File: src/rtl/alu_pkg.sv
// Shared definitions for the execute-stage ALU: op codes and FSM state encoding.
package alu_pkg;

  // 3-bit ALU control codes produced by the ALU control decoder
  localparam logic [2:0] ALU_SLL = 3'b000;
  localparam logic [2:0] ALU_ADD = 3'b001;
  localparam logic [2:0] ALU_SUB = 3'b010;
  localparam logic [2:0] ALU_AND = 3'b011;
  localparam logic [2:0] ALU_OR  = 3'b100;
  localparam logic [2:0] ALU_RSV = 3'b101;
  localparam logic [2:0] ALU_MUL = 3'b110;
  localparam logic [2:0] ALU_SRA = 3'b111;

  // Execute-unit FSM states
  localparam logic [1:0] ST_IDLE = 2'd0;
  localparam logic [1:0] ST_MUL  = 2'd1;
  localparam logic [1:0] ST_HOLD = 2'd2;

endpackage

File: src/rtl/alu_mul_iter.sv
// Iterative shift-add multiplier: retires MUL_STEP multiplier bits per cycle,
// producing the low WIDTH bits of the product after K = WIDTH/MUL_STEP cycles.
module alu_mul_iter
  import alu_pkg::*;
#(
  parameter int WIDTH    = 32,
  parameter int MUL_STEP = 1
) (
  input  logic             clk,
  input  logic             srst,
  input  logic             clear,
  input  logic             start,
  input  logic [WIDTH-1:0] mcand,
  input  logic [WIDTH-1:0] mplier,
  output logic             done,
  output logic [WIDTH-1:0] product
);

  localparam int K  = WIDTH / MUL_STEP;
  localparam int CW = $clog2(K + 1);

  logic             active_reg;
  logic [CW-1:0]    cnt_reg;
  logic [WIDTH-1:0] acc_reg;
  logic [WIDTH-1:0] mcand_reg;
  logic [WIDTH-1:0] mplier_reg;
  logic [WIDTH-1:0] term [MUL_STEP];
  logic [WIDTH-1:0] partial;

  // One shifted copy of the multiplicand per multiplier bit retired this cycle
  generate
    for (genvar gi = 0; gi < MUL_STEP; gi++) begin : g_term
      assign term[gi] = mplier_reg[gi] ? (mcand_reg << gi) : '0;
    end
  endgenerate

  // Sum the partial terms of this iteration
  always_comb begin
    partial = '0;
    for (int i = 0; i < MUL_STEP; i++) begin
      partial = partial + term[i];
    end
  end

  // Product including the current iteration, so the last step can be consumed directly
  assign product = acc_reg + partial;
  assign done    = active_reg && (cnt_reg == CW'(K - 1));

  // Operand latch, accumulator and iteration counter
  always_ff @(posedge clk) begin
    if (srst || clear) begin
      active_reg <= 1'b0;
      cnt_reg    <= '0;
      acc_reg    <= '0;
      mcand_reg  <= '0;
      mplier_reg <= '0;
    end else if (start) begin
      active_reg <= 1'b1;
      cnt_reg    <= '0;
      acc_reg    <= '0;
      mcand_reg  <= mcand;
      mplier_reg <= mplier;
    end else if (active_reg) begin
      acc_reg    <= product;
      mcand_reg  <= mcand_reg << MUL_STEP;
      mplier_reg <= mplier_reg >> MUL_STEP;
      cnt_reg    <= cnt_reg + 1'b1;
      if (done) begin
        active_reg <= 1'b0;
      end
    end
  end

endmodule

File: src/rtl/alu_exec_unit.sv
// Execute-stage ALU with valid/ready handshake on both sides; single-cycle ops
// complete in one cycle, MUL stalls the pipeline while iterating.
module alu_exec_unit
  import alu_pkg::*;
#(
  parameter int WIDTH    = 32,
  parameter int MUL_STEP = 1
) (
  input  logic             clk_i,
  input  logic             rst_i,
  input  logic             flush_i,
  input  logic             valid_i,
  output logic             ready_o,
  input  logic [2:0]       ALUCtrl_i,
  input  logic [WIDTH-1:0] data1_i,
  input  logic [WIDTH-1:0] data2_i,
  output logic             valid_o,
  input  logic             ready_i,
  output logic [WIDTH-1:0] data_o,
  output logic             Zero_o,
  output logic             busy_o
);

  localparam int SHW = $clog2(WIDTH);

  logic [1:0]       state_reg;
  logic             valid_reg;
  logic [WIDTH-1:0] data_reg;
  logic             zero_reg;
  logic [WIDTH-1:0] alu_res;
  logic [SHW-1:0]   shamt;
  logic             accept;
  logic             mul_start;
  logic             mul_done;
  logic [WIDTH-1:0] mul_res;

  assign shamt = data2_i[SHW-1:0];

  // Single-cycle datapath; MUL and the reserved code fall to zero here
  always_comb begin
    alu_res = '0;
    case (ALUCtrl_i)
      ALU_SLL: alu_res = data1_i << shamt;
      ALU_ADD: alu_res = data1_i + data2_i;
      ALU_SUB: alu_res = data1_i - data2_i;
      ALU_AND: alu_res = data1_i & data2_i;
      ALU_OR:  alu_res = data1_i | data2_i;
      ALU_SRA: alu_res = $unsigned($signed(data1_i) >>> shamt);
      default: alu_res = '0;
    endcase
  end

  // A consumed HOLD behaves like IDLE so results can stream back-to-back
  assign ready_o   = ((state_reg == ST_IDLE) || ((state_reg == ST_HOLD) && ready_i)) && !flush_i;
  assign accept    = valid_i && ready_o;
  assign mul_start = accept && (ALUCtrl_i == ALU_MUL);

  alu_mul_iter #(
    .WIDTH    (WIDTH),
    .MUL_STEP (MUL_STEP)
  ) u_mul (
    .clk     (clk_i),
    .srst    (rst_i),
    .clear   (flush_i),
    .start   (mul_start),
    .mcand   (data1_i),
    .mplier  (data2_i),
    .done    (mul_done),
    .product (mul_res)
  );

  // FSM plus result/handshake registers
  always_ff @(posedge clk_i) begin
    if (rst_i) begin
      state_reg <= ST_IDLE;
      valid_reg <= 1'b0;
      data_reg  <= '0;
      zero_reg  <= 1'b1;
    end else if (flush_i) begin
      state_reg <= ST_IDLE;
      valid_reg <= 1'b0;
    end else begin
      case (state_reg)
        ST_MUL: begin
          if (mul_done) begin
            data_reg  <= mul_res;
            zero_reg  <= (mul_res == '0);
            valid_reg <= 1'b1;
            state_reg <= ST_HOLD;
          end
        end
        default: begin
          if (accept) begin
            if (ALUCtrl_i == ALU_MUL) begin
              valid_reg <= 1'b0;
              state_reg <= ST_MUL;
            end else begin
              data_reg  <= alu_res;
              zero_reg  <= (alu_res == '0);
              valid_reg <= 1'b1;
              state_reg <= ST_HOLD;
            end
          end else if ((state_reg == ST_HOLD) && ready_i) begin
            valid_reg <= 1'b0;
            state_reg <= ST_IDLE;
          end
        end
      endcase
    end
  end

  assign valid_o = valid_reg;
  assign data_o  = data_reg;
  assign Zero_o  = zero_reg;
  assign busy_o  = (state_reg == ST_MUL);

endmodule

File: config.mk
export PLATFORM = sky130hd
export DESIGN_NAME = alu_exec_unit
export DESIGN_NICKNAME = d
export VERILOG_FILES = /design/src/rtl/alu_pkg.sv /design/src/rtl/alu_mul_iter.sv /design/src/rtl/alu_exec_unit.sv
export SDC_FILE = /design/constraint.sdc
export NUM_CORES = 1
export LEC_CHECK = 0
export ABC_AREA = 1
export BUFFER_PORTS_ARGS = -buffer_cell sky130_fd_sc_hd__clkbuf_2
export CAP_MARGIN = 20
export CORE_ASPECT_RATIO = 0.75
export CORE_UTILIZATION = 40
export DETAILED_ROUTE_END_ITERATION = 10
export SLEW_MARGIN = 5
export SYNTH_ARGS = -nofsm -noshare
export SYNTH_HDL_FRONTEND = slang
export SYNTH_SLANG_ARGS = --single-unit
File: constraint.sdc
create_clock -name clk_i -period 4.3 [get_ports clk_i]
set_input_delay 0.86 -clock clk_i [delete_from_list [all_inputs] [get_ports clk_i]]
set_output_delay 0.86 -clock clk_i [all_outputs]
set_load 0.005 [all_outputs]
# == Yosys cells after proc, flatten, opt, wreduce, memory -nomap -nowiden ==
# Cells that the tools add are included.
# word_totals
register_bits,139
inputBits,72
out_inout_bits,36
word_cells,75
# classes
n_addsub,4
eq_ne,11
shift,2
mux,27
n_bitwise,3
n_reduce_logical,19
# op_table
cell,count
2-to-1 mux 32 bit,9
one-hot mux 32 bit (6 select lines),1
adder 32 bit,2
logical NOT 32 bit,2
bitwise AND 32 bit,1
bitwise OR 32 bit,1
left shift 32 x 5 -> 32 bit,1
>>> shifter 32 x 5 -> 32 bit,1
subtractor 32 bit,1
2-to-1 mux 1 bit,12
2-to-1 mux 2 bit,5
equality test 3 bit (second input constant),3
adder 6 x 1 -> 6 bit (second input constant),1
equality test 3 x 2 -> 1 bit (second input constant),2
equality test 6 x 5 -> 1 bit (second input constant),1
logical AND 1 bit,5
AND reduction 4 bit,1
nonzero test 2 bit,2
OR reduction 2 bit,2
equality test 3 x 1 -> 1 bit (second input constant),1
logical NOT 3 bit,1
nonzero test 3 bit,1
equality test 2 x 1 -> 1 bit (second input constant),1
equality test 2 bit (second input constant),1
7 further kinds,8

# == Depth between registers and ports, before layout ==
# logic_depth
word_depth,7
depth_mapped,34
mapped_depth_nobuf,31

# == Modules after synthesis ==
# Synthesis repeated with hierarchy kept, for this count alone.
# unflattened
hier_cells,3054
area_unflattened_um2,16355.7
# modules_own_cells
mod,n_inst,cells_each,area_each_um2,seq_area_each_um2
alu_exec_unit,1,1832,9176.3,700.7
alu_mul_iter,1,1222,7179.4,2062.0

# == Worst setup path after synthesis ==
# OpenSTA, ideal clock, no wires.
# synth_timing
kind,in2reg
startpoint,input port data2_i[1]
endpoint,"register zero_reg, in the netlist Zero_o"
setup_ns,0.059
arrival_time_ns,4.132
required_ns,4.241
setup_slack_ns,0.109
path_stages,29
path_buffers,3
path_cell_list,buf_6 inv_2 buf_6 buf_4 ha_1 nand3_2 nor3_2 nand2_1 nor4_2 nand4_1 o41ai_2 xor2_1 ha_1 nand2_1 nor2_1 inv_1 nor4_1 nand3_1 nand2_1 nand2_1 nand2_1 nor2_1 nor2_1 nand3_1 nor2_1 nand2_1 nand2_1 nand2_1 nand2_1
# synth_via
elab_chain_cells,6
elab_cells_between_ends,11
cone_classes,add/sub (2); shift (2); mux (4); bitwise (2); reduce/logical (1)
# synth_rtl
element,line_no,source
from (decl),alu_exec_unit.sv:16,"input logic [WIDTH-1:0] data2_i,"
"subtractor 32 bit, or another cell as far along",alu_exec_unit.sv:45,ALU_SUB: alu_res = data1_i - data2_i;
one-hot mux 32 bit (6 select lines) (*),alu_exec_unit.sv:42,case (ALUCtrl_i)
logical NOT 32 bit (*),alu_exec_unit.sv:99,zero_reg <= (alu_res == '0);
2-to-1 mux 1 bit (*),alu_exec_unit.sv:94,if (ALUCtrl_i == ALU_MUL) begin
2-to-1 mux 1 bit (*),alu_exec_unit.sv:93,if (accept) begin
2-to-1 mux 1 bit (*),alu_exec_unit.sv:83,case (state_reg)
to (signal assigned),alu_exec_unit.sv:87,zero_reg <= (mul_res == '0);
to (signal assigned),alu_exec_unit.sv:99,
to (decl),alu_exec_unit.sv:29,logic zero_reg;
# Mark *: on every way between the ends. The rest lies on a longest branch, timed or not. The select of a mux whose other input is x is not followed.
# A chain may end at the register's enable or synchronous reset.

# == Worst setup path in the final report ==
# Ends and elaborated chain as after synthesis.

==> parameters.txt <==
Parameter                              Value

CTS
  Hold bufs inserted after CTS ... 0
  TritonCTS clock tree ... yes
  Clock transition at the registers of the reported paths ... 0.07 ns
  Root Driver ... clkbuf_16
  H-tree level count ... 4
  Clock buffers created by TritonCTS ... 17
  Clock latency at the later pin of the worst-skew pair ... 0.46 ns
  Clock Sinks ... 138
  Clock buffer depth ... 2

Hold path
  Worst hold path stage count ... 2
  Worst Hold Launch ... u_mul.mplier_reg[31]
  Hold/Removal Path Class ... flip-flop to flip-flop
  Worst Hold Path EP ... u_mul.mplier_reg[31]

Critical path
  Delay-heaviest family, CP ... simple AND/OR/NAND/NOR gates
  Worst setup path category ... input pin to flip-flop
  Critical Path Source Type ... input pin
  Worst Setup End Kind ... flip-flop
  Peak fanout along the critical path ... 4
  Slowest cell delay on critical path ... 0.34 ns
  CP max-delay cell ... ha_1
  Reg-to-reg startpoint ... u_mul.mplier_reg[0]
  Arrival time of data at the critical path endpoint ... 4.51 ns
  Endpoint required time on the critical path ... 4.65 ns
  Buffers and inverters on the worst path ... 3
  Register-to-Register Path Depth ... 22
  Internal reg-to-reg setup slack ... 0.83 ns
  Critical R2R Capture ... Zero_o

Global route
  Initial antenna violation count ... 3
  Met3 Resource Use GR ... 0.124
  Pin count of the biggest net entering global routing ... 82
  Via count of the first global-routing pass ... 17900
  Total grt overflow ... 0
  Met2 global-route usage ... 0.500
  First-pass GRT wire length ... 111000 um
  GR Util All Layers ... 0.375
  Global routing met1 resource utilization ... 0.553
  Peak-usage layer in the global routing report ... met1

Layout
  Fraction of layout instances using a drive strength above 1 ... 0.146
  Most common cell after layout, fill and taps aside ... nand2_1
  Final layout net count ... 3152
  Commonest non-fill, non-tap cells in the layout ... nand2_1, nand3_1, inv_1, nor2_1, buf_4
  Count of non-filler cells in the finished layout ... 3536
  Synthesis-to-finish area growth ... 18.5%
  Final Instance Area ... 18300 um2
  Number of antenna cells inserted ... 0

Route
  Ratio of routed vias to standard cells ... 5.69
  Initial detailed-routing violation count ... 2739
  Router iterations before antenna repair ... 9
  Total number of vias ... 20100
  Wire length per cell after detailed routing ... 21.2 um
  WL final ... 75100 um
  Remaining DRCs ... 1
  Post-route ant nets ... 0

Synthesis
  Most area-consuming cells after synthesis ... nand2_1, dfxtp_1, nand3_1
  Post-Syn Area ... 15500 um2
  Post-synthesis async set-or-reset flop share ... 0
  Synthesized instance count ... 2798
  Synth unique cells ... 51
  Number of enable-type register cells in the synthesized netlist ... 0
  Top_reg_cell synth ... dfxtp_1
  #FFs+latches synth ... 138
  Most area-hungry cell type in the Yosys netlist ... nand2_1
  Share of the synthesized area in the top cell type ... 0.210
  Syn. warnings ... 0
  Average cell area after synthesis ... 5.53 um2
  Net count of the mapped netlist ... 2939
  Portion of the post-synthesis area used by sequential elements ... 0.178

STA
  Maximum clock frequency ... 0.240 GHz
  Worst Skew ... 0.0166 ns
  Headroom to the max-slew limit ... 0.419
  Count of final max-slew check failures ... 0
  Final WS setup ... 0.139 ns
  Period minus WS final ... 4.16 ns
  RSZ-0062 raised after global routing ... yes
  Post-route clock period utilization ... 0.968
  Final setup TNS ... 0 ns
  Slew at the pin closest to its max-slew limit ... 0.871 ns
  Final setup viols ... 0
  Number of endpoints with negative hold slack in the final report ... 0

Place
  Count of buffers inserted at the top-level ports ... 107
  GP Congestion ... 1.06
  Inst Count DP ... 3503
  Area post-placement ... 17700 um2
  Final HPWL DP ... 60700 um
  Worst slack at placement ... -0.386 ns

Floorplanning
  Placeable core area ... 38200 um2
  Die footprint ... 39500 um2
  DIE HEIGHT ... 172 um
  Number of ports placed on the die boundary ... 108
  Row Count ... 62
  Die Wd ... 229 um
  Effective utilization at floorplan ... 0.405

Status
  Result of the run ... complete, but fails checks
  Violated checks ... DRC

Flow run
  Max cap viols ... 0

Pwr
  Peak ir drop on the vdd network ... 0.000266 V
  Ratio of total power to cell area ... 247 nW/um2
  Static leakage power ... 9.38 nW
## cell type report
class                   instances  area [um2]
clock buffers                  17         425
clock inverters                15         153
well taps                     512         641
flip-flops and latches        138        2770
fillers                      4252       19900
repair buffers                320        2160
inverters                     324        1220
multi-input cells            2210       11000
## how the worst max path moves through the flow
stage                     from     end  slack (ns)  cells past startpoint
floorplan           data2_i[1]  Zero_o        0.11                     29
global placement    data2_i[1]  Zero_o       -0.28                     33
detailed placement  data2_i[1]  Zero_o       -0.39                     33
CTS                 data2_i[1]  Zero_o        0.06                     31
global route        data2_i[1]  Zero_o       -0.11                     27
finish              data2_i[1]  Zero_o        0.14                     26
## per-layer routing
| metal | wire length [um] | share of wire |
|---|---|---|
| met5 | 149 | 0.0020 |
| met4 | 1990 | 0.026 |
| met3 | 9510 | 0.13 |
| met2 | 27800 | 0.37 |
| met1 | 35700 | 0.48 |
## worst register-to-register path, stage by stage, from the launching register on
cell     delay [ns]
dfxtp_1        0.41
nand2_1        0.12
inv_1          0.07
ha_1           0.17
inv_1          0.07
fa_1           0.43
inv_1          0.13
nand3_1        0.08
nand2_1        0.12
nand2_1        0.07
nand2_1        0.17
nand3_1        0.10
nand2_1        0.13
nand2_1        0.21
nand2_1        0.17
xor2_1         0.41
nor2_1         0.10
nand2_1        0.08
nor2_1         0.08
nand4_1        0.09
nand2_1        0.06
nand2_1        0.05
nand2_1        0.04
## report_power, final
part           switching (mW)  internal, mW
sequential             0.0148          1.30
combinational            1.11         0.606
clock                   0.679         0.818
total                    1.80          2.72
## timing repair
item / in CTS / in global routing
endpoints found under the setup margin: 0 / 15
setup buffers: 0 / 1
resized for setup: 0 / 19
## synthesized netlist by cell type, types with 11 or more instances
cell	number
xnor2_1	11
a31oi_1	58
ha_1	67
buf_2	31
dfxtp_1	138
nor3_1	31
inv_1	312
o21ai_0	119
or2_2	20
xor2_1	39
nand3_1	415
a221oi_1	15
nor2_1	261
o211ai_1	36
buf_1	14
nand2_2	30
buf_6	11
nand4_1	24
a21oi_1	150
clkbuf_1	61
nand2_1	865
## per-stage QoR
step	utilization	total power [mW]	hold WS [ns]
after global routing	0.480	4.73	0.481
final	0.480	4.52	0.465
after global placement	0.462	2.97	0.452
after CTS	0.477	4.47	0.466
after detailed placement	0.462	2.98	0.455
after floorplan	-	2.21	0.441
## logic make-up after synthesis
group                      synth area share
AOI/OAI and AO/OA                     0.156
and+or+nand+nor                       0.461
adders and majority gates            0.0567
xor gates and xnor gates             0.0283
DFF                                   0.178
buffers and inverters                 0.119
(Power assumes the default switching activity.)
